===== src/rtl/cpu_edu_pkg.sv =====
// Shared constants and fetch-state encoding for the instruction prefetch path.
package cpu_edu_pkg;
    localparam int INSTR_W = 16;
    localparam int ADDR_W  = 14;
    localparam logic [INSTR_W-1:0] NOP_INSTR = 16'h0000;

    typedef enum logic [1:0] {
        FQ_IDLE    = 2'd0,
        FQ_WAIT    = 2'd1,
        FQ_DISCARD = 2'd2
    } fetch_state_t;
endpackage


===== src/rtl/instr_fetch_queue_if.sv =====
// Memory fetch port, redirect input and decode-side handshake of the prefetch queue.
interface instr_fetch_queue_if
    import cpu_edu_pkg::*;
#(
    parameter int DEPTH = 4,
    parameter int AW    = ADDR_W,
    parameter int DW    = INSTR_W
);
    localparam int CW = $clog2(DEPTH) + 1;

    logic          mem_req;
    logic [AW-1:0] mem_addr;
    logic          mem_ack;
    logic          mem_rvalid;
    logic [DW-1:0] mem_rdata;
    logic          redirect;
    logic [AW-1:0] redirect_addr;
    logic [DW-1:0] instr;
    logic [AW-1:0] instr_pc;
    logic          instr_valid;
    logic          instr_ready;
    logic [CW-1:0] count;

    modport master (
        output mem_req, mem_addr, instr, instr_pc, instr_valid, count,
        input  mem_ack, mem_rvalid, mem_rdata, redirect, redirect_addr, instr_ready
    );

    modport slave (
        input  mem_req, mem_addr, instr, instr_pc, instr_valid, count,
        output mem_ack, mem_rvalid, mem_rdata, redirect, redirect_addr, instr_ready
    );
endinterface


===== src/rtl/fetch_fifo.sv =====
// Circular buffer holding {instruction, pc} entries with synchronous clear.
module fetch_fifo #(
    parameter int DEPTH = 4,
    parameter int W     = 30
) (
    input  logic                     clk,
    input  logic                     reset,
    input  logic                     clear,
    input  logic                     push,
    input  logic                     pop,
    input  logic [W-1:0]             wdata,
    output logic [W-1:0]             rdata,
    output logic [$clog2(DEPTH):0]   count
);
    localparam int PW = $clog2(DEPTH);
    localparam logic [PW:0]   FULL  = (PW+1)'(DEPTH);
    localparam logic [PW:0]   CNT_1 = (PW+1)'(1);
    localparam logic [PW-1:0] PTR_1 = PW'(1);

    logic [W-1:0]  mem [DEPTH];
    logic [PW-1:0] rd_ptr;
    logic [PW-1:0] wr_ptr;
    logic          push_ok;
    logic          pop_ok;

    assign push_ok = push && (count != FULL);
    assign pop_ok  = pop && (count != '0);
    assign rdata   = mem[rd_ptr];

    always_ff @(posedge clk or negedge reset) begin
        if (!reset) begin
            rd_ptr <= '0;
            wr_ptr <= '0;
            count  <= '0;
        end else if (clear) begin
            rd_ptr <= '0;
            wr_ptr <= '0;
            count  <= '0;
        end else begin
            if (push_ok) wr_ptr <= wr_ptr + PTR_1;
            if (pop_ok)  rd_ptr <= rd_ptr + PTR_1;
            if (push_ok && !pop_ok)      count <= count + CNT_1;
            else if (pop_ok && !push_ok) count <= count - CNT_1;
        end
    end

    // Storage needs no reset: empty entries are never presented downstream.
    always_ff @(posedge clk) begin
        if (push_ok && !clear) mem[wr_ptr] <= wdata;
    end
endmodule


===== src/rtl/instr_fetch_queue.sv =====
// Prefetch queue: sequential fetches over a valid/ack port, buffered for decode, flushed on redirect.
//   state      | meaning
//   FQ_IDLE    | no request outstanding
//   FQ_WAIT    | request accepted, response pending
//   FQ_DISCARD | in-flight request is stale; its response is dropped
module instr_fetch_queue
    import cpu_edu_pkg::*;
#(
    parameter int DEPTH = 4,
    parameter int AW    = ADDR_W,
    parameter int DW    = INSTR_W
) (
    input  logic clk,
    input  logic reset,
    instr_fetch_queue_if.master bus
);
    localparam int CW = $clog2(DEPTH) + 1;
    localparam logic [CW-1:0] FULL = CW'(DEPTH);

    fetch_state_t      state_q;
    fetch_state_t      state_d;
    logic [AW-1:0]     fetch_pc;
    logic [AW-1:0]     req_pc;
    logic [CW-1:0]     occ;
    logic [DW+AW-1:0]  head;
    logic              have_head;
    logic              accept;
    logic              push;
    logic              pop;

    assign have_head = (occ != '0);
    // Requests only issue while a slot is guaranteed for the response.
    assign bus.mem_req  = reset && (state_q == FQ_IDLE) && !bus.redirect && (occ < FULL);
    assign bus.mem_addr = fetch_pc;
    assign accept       = bus.mem_req && bus.mem_ack;
    assign push         = (state_q == FQ_WAIT) && bus.mem_rvalid && !bus.redirect;
    assign pop          = have_head && bus.instr_ready && !bus.redirect;

    assign bus.instr_valid = have_head;
    assign bus.instr       = have_head ? head[DW+AW-1:AW] : DW'(NOP_INSTR);
    assign bus.instr_pc    = have_head ? head[AW-1:0] : '0;
    assign bus.count       = occ;

    fetch_fifo #(.DEPTH(DEPTH), .W(DW+AW)) u_fifo (
        .clk   (clk),
        .reset (reset),
        .clear (bus.redirect),
        .push  (push),
        .pop   (pop),
        .wdata ({bus.mem_rdata, req_pc}),
        .rdata (head),
        .count (occ)
    );

    always_comb begin
        state_d = state_q;
        unique case (state_q)
            FQ_IDLE:    if (accept) state_d = FQ_WAIT;
            FQ_WAIT: begin
                if (bus.mem_rvalid)    state_d = FQ_IDLE;
                else if (bus.redirect) state_d = FQ_DISCARD;
            end
            FQ_DISCARD: if (bus.mem_rvalid) state_d = FQ_IDLE;
            default:    state_d = FQ_IDLE;
        endcase
    end

    always_ff @(posedge clk or negedge reset) begin
        if (!reset) begin
            state_q  <= FQ_IDLE;
            fetch_pc <= '0;
            req_pc   <= '0;
        end else begin
            state_q <= state_d;
            if (bus.redirect)  fetch_pc <= bus.redirect_addr;
            else if (accept)   fetch_pc <= fetch_pc + AW'(1);
            if (accept)        req_pc   <= fetch_pc;
        end
    end
endmodule


===== src/flat_wrapper.sv =====
// flat-port wrapper written by rule: the top's interface ports become plain ports
module instr_fetch_queue_flat import cpu_edu_pkg::*;
#(
    parameter int DEPTH = 4,
    parameter int AW    = ADDR_W,
    parameter int DW    = INSTR_W
)
  (clk, reset, bus_mem_req, bus_mem_addr, bus_instr, bus_instr_pc, bus_instr_valid, bus_count, bus_mem_ack, bus_mem_rvalid, bus_mem_rdata, bus_redirect, bus_redirect_addr, bus_instr_ready);
  instr_fetch_queue_if #(.DEPTH(DEPTH), .AW(AW), .DW(DW)) bus_i ();
  input  logic clk;
  input  logic reset;
  output wire logic [$bits(bus_i.mem_req)-1:0] bus_mem_req;
  output wire logic [$bits(bus_i.mem_addr)-1:0] bus_mem_addr;
  output wire logic [$bits(bus_i.instr)-1:0] bus_instr;
  output wire logic [$bits(bus_i.instr_pc)-1:0] bus_instr_pc;
  output wire logic [$bits(bus_i.instr_valid)-1:0] bus_instr_valid;
  output wire logic [$bits(bus_i.count)-1:0] bus_count;
  input wire logic [$bits(bus_i.mem_ack)-1:0] bus_mem_ack;
  input wire logic [$bits(bus_i.mem_rvalid)-1:0] bus_mem_rvalid;
  input wire logic [$bits(bus_i.mem_rdata)-1:0] bus_mem_rdata;
  input wire logic [$bits(bus_i.redirect)-1:0] bus_redirect;
  input wire logic [$bits(bus_i.redirect_addr)-1:0] bus_redirect_addr;
  input wire logic [$bits(bus_i.instr_ready)-1:0] bus_instr_ready;
  assign bus_mem_req = bus_i.mem_req;
  assign bus_mem_addr = bus_i.mem_addr;
  assign bus_instr = bus_i.instr;
  assign bus_instr_pc = bus_i.instr_pc;
  assign bus_instr_valid = bus_i.instr_valid;
  assign bus_count = bus_i.count;
  assign bus_i.mem_ack = bus_mem_ack;
  assign bus_i.mem_rvalid = bus_mem_rvalid;
  assign bus_i.mem_rdata = bus_mem_rdata;
  assign bus_i.redirect = bus_redirect;
  assign bus_i.redirect_addr = bus_redirect_addr;
  assign bus_i.instr_ready = bus_instr_ready;
  instr_fetch_queue #(.DEPTH(DEPTH), .AW(AW), .DW(DW)) u_core (.clk(clk), .reset(reset), .bus(bus_i));
endmodule

===== config.mk =====
export PLATFORM = sky130hd
export DESIGN_NAME = instr_fetch_queue_flat
export DESIGN_NICKNAME = d
export VERILOG_FILES = /design/src/rtl/cpu_edu_pkg.sv /design/src/rtl/instr_fetch_queue_if.sv /design/src/rtl/fetch_fifo.sv /design/src/rtl/instr_fetch_queue.sv /design/src/flat_wrapper.sv
export SDC_FILE = /design/constraint.sdc
export NUM_CORES = 1
export LEC_CHECK = 0
export ABC_AREA = 1
export CAP_MARGIN = 25
export CORE_ASPECT_RATIO = 0.75
export CORE_UTILIZATION = 45
export CTS_BUF_LIST = sky130_fd_sc_hd__clkbuf_8 sky130_fd_sc_hd__clkbuf_16
export DETAILED_ROUTE_END_ITERATION = 8
export PLACE_DENSITY = 0.67
export REMOVE_ABC_BUFFERS = 1
export SYNTH_ARGS = -nofsm -noshare
export SYNTH_HDL_FRONTEND = slang
export SYNTH_HIERARCHICAL = 1
export SYNTH_SLANG_ARGS = --single-unit

===== constraint.sdc =====
create_clock -name clk -period 7.65 [get_ports clk]
set_clock_uncertainty 0.15 [all_clocks]
set_input_delay 1.53 -clock clk [delete_from_list [all_inputs] [get_ports clk]]
set_output_delay 1.53 -clock clk [all_outputs]
set_load 0.01 [all_outputs]

==> metrics <==
outcome finished, final reports clean; Worst setup EP type output port; gr ovfl total 0; Post-synth top cells edfxtp_1 (120), nor2_1 (109), nand2_1 (90); unrepaired setup endpoints after global routing no; CTS Buf Count 17; DR iter-0 viols 442; top fanout value on the critical path 63; HPWL reported at the end of detailed placement 8.564 mm; Period minus WS final 4.818 ns; Synth cell types 33; ys flop type edfxtp_1; antenna cells 0; wire per inst 15.40 um; Initial Util 0.4663; router iterations before antenna repair 5; Lkg Pwr 3.346 nW; Final WS setup 2.832 ns; pin count of the biggest net entering global routing 64; Hold EP u_core/u_fifo/mem[0][10]; Hold Path Class flip-flop to flip-flop; most numerous cell in the Yosys netlist edfxtp_1; CP Class flip-flop to output port; Worst Tran Pin Value 1.038 ns; initial antenna violation count 0; Final Hold Fails 0; Syn Area/Cell 10.69 um2; nets 759; power per standard cell area 294.5 nW/um2; final std cells w/o fill 930; die area 15670 um2; vias in the first global route 4607; CORE AREA 14640 um2; number of synthesized register bits 157; maximum vdd ir drop 131.1 uV; Layout Utilization 0.5801; Yosys top cell by area edfxtp_1; pre-CTS WS 2.913 ns; cell area after synthesis 6828 um2; post-detailed-routing wire length 14.32 mm; DRC viols 0; hold bufs inserted after CTS 0; Synthesis Warnings 6; sequential element share of the synthesized area 0.6634; period utilization 0.6298; largest cells by area after synthesis edfxtp_1 (53%), dfrtp_1 (14%), nor2_1 (6.0%); # fillers 1241; worst path arrival time 3.14 ns; worst r2r path cells 7; area of the multi-input gates 1897 um2; row cnt 38; R2R Setup Slk 5.10 ns; CTS root buf clkbuf_16; worst-skew pair later-pin latency 0.41 ns; hold_sp u_core/req_pc[10]; GRT Util Overall 0.1938; placed cells 897; Via Count 4824; antenna viol nets, final 0; relative slew slack 0.3064; setup TNS 0 ns; # IOs 85; layout cells sized above 1 0.09589; drt via density 5.187; number of flops mapped to enable cells by yosys 120; Area Overhead vs Synth 24.43%; post-synth top area share 0.5278; design area 8496 um2; clk buf depth 2; Die W 144.2 um; max-slew violations 0; Post-Syn Instances 639; Final setup viols 0; Hold Path Depth 0; number of setup buffers added after CTS 0; Post-synth ARST share 0.2357; Sink Count 157; CP startpoint kind flip-flop; placed instance area 7830 um2; Storage cell area 4531 um2; worst r2r src u_core/state_q[1]; reg-to-reg endpoint u_core/u_fifo/mem[1][23]; maxcap violations 0; global-route wire length before repair 22.85 mm; Peak Freq 207.6 MHz; clock tree from TritonCTS done; Worst Path Required 5.97 ns; clk slew on worst S/H paths 0.06 ns; Port Buffer Count 84; die height 108.7 um; post-cts resize count 0; final RePlAce weighted congestion 0.8556; H-tree depth 4
[final cells by class]
class                      instances  area share
sequential                       157      0.5333
clock buffer                      17     0.05007
multi-input combinational        382      0.2233
tap                              200     0.02946
timing repair buffer              90      0.1075
inverter                          69     0.03049
clock inverter                    15     0.02592
[metrics by stage]
step	total power (W)	hold WS, ns
3_3_place_gp	0.001598	0.3535
6_report	0.002502	0.3788
2_1_floorplan	0.001339	0.3263
5_1_grt	0.002615	0.3984
3_5_place_dp	0.001617	0.3644
4_1_cts	0.002522	0.3798
[critical path: stages, from the launching register on]
cell and delay, ns:
dfrtp_2 0.40, buf_4 0.32, inv_2 0.80, o21ai_0 0.23, o22ai_1 0.19, inv_1 0.06
nor2_1 0.13, clkdlybuf4s50_1 0.56
[flip-flops by register name, indices dropped and copies added (netlist names)]
| register | cells |
|---|---|
| u_core/req_pc | 14 |
| u_core/u_fifo/count | 3 |
| u_core/u_fifo/wr_ptr | 2 |
| u_core/bus.mem_addr | 14 |
| u_core/state_q | 2 |
| u_core/u_fifo/rd_ptr | 2 |
| u_core/u_fifo/mem | 120 |
[kinds of logic after synthesis]
| family | after synthesis | synth area share |
|---|---|---|
| AND/OR/NAND/NOR | 262 | 0.1625 |
| flip-flops | 157 | 0.6634 |
| AO/OA/AOI/OAI | 112 | 0.09529 |
| buffers and inverters | 100 | 0.06414 |
| adder cells (fa/ha/maj) | 6 | 0.01209 |
| XOR/XNOR | 2 | 0.002566 |
[where the power goes]
group / switching, W / leakage, nW / internal (W)
Sequential: 0.0000783 / 1.55 / 0.00101
Clock: 0.000326 / 0.307 / 0.000579
Combinational: 0.000272 / 1.49 / 0.000237
Total: 0.000676 / 3.35 / 0.00183
[placed cells by master (no fill, tap or decap), types with 5 or more instances in the layout]
cell type and n:
nand4_1 8, nor2_1 105, bufinv_16 5, dfrtp_1 36
nand2_1 90, edfxtp_1 120, ha_1 5, clkdlybuf4s50_1 83
o21ai_2 10, clkbuf_16 17, o21ai_0 58, o22ai_1 30
o21ai_1 7, nand3_1 44, inv_1 66
[metal layers]
layer | vias up | GRT usage | part of all wire
met2 | 147 | 0.3126 | 0.48
met3 | 11 | 0.04348 | 0.051
met5 | - | 0 | 0
met1 | 2338 | 0.2652 | 0.46
met4 | 0 | 0.05489 | 0.0068
li1 | 2328 | - | -
[how the worst max path moves through the flow]
stage	from	to	slack [ns]	cells past startpoint
4_1_cts	u_core/u_fifo/rd_ptr[0]	bus_instr_pc[5]	2.82	7
5_1_grt	u_core/u_fifo/rd_ptr[0]	bus_instr_pc[13]	2.52	7
6_report	u_core/u_fifo/rd_ptr[0]	bus_instr_pc[5]	2.83	7
3_3_place_gp	bus_redirect	bus_mem_req	2.93	6
2_1_floorplan	u_core/u_fifo/rd_ptr[0]	bus_instr[0]	3.81	5
3_5_place_dp	bus_redirect	bus_mem_req	2.91	6
Power figures use the tool's default switching activity.
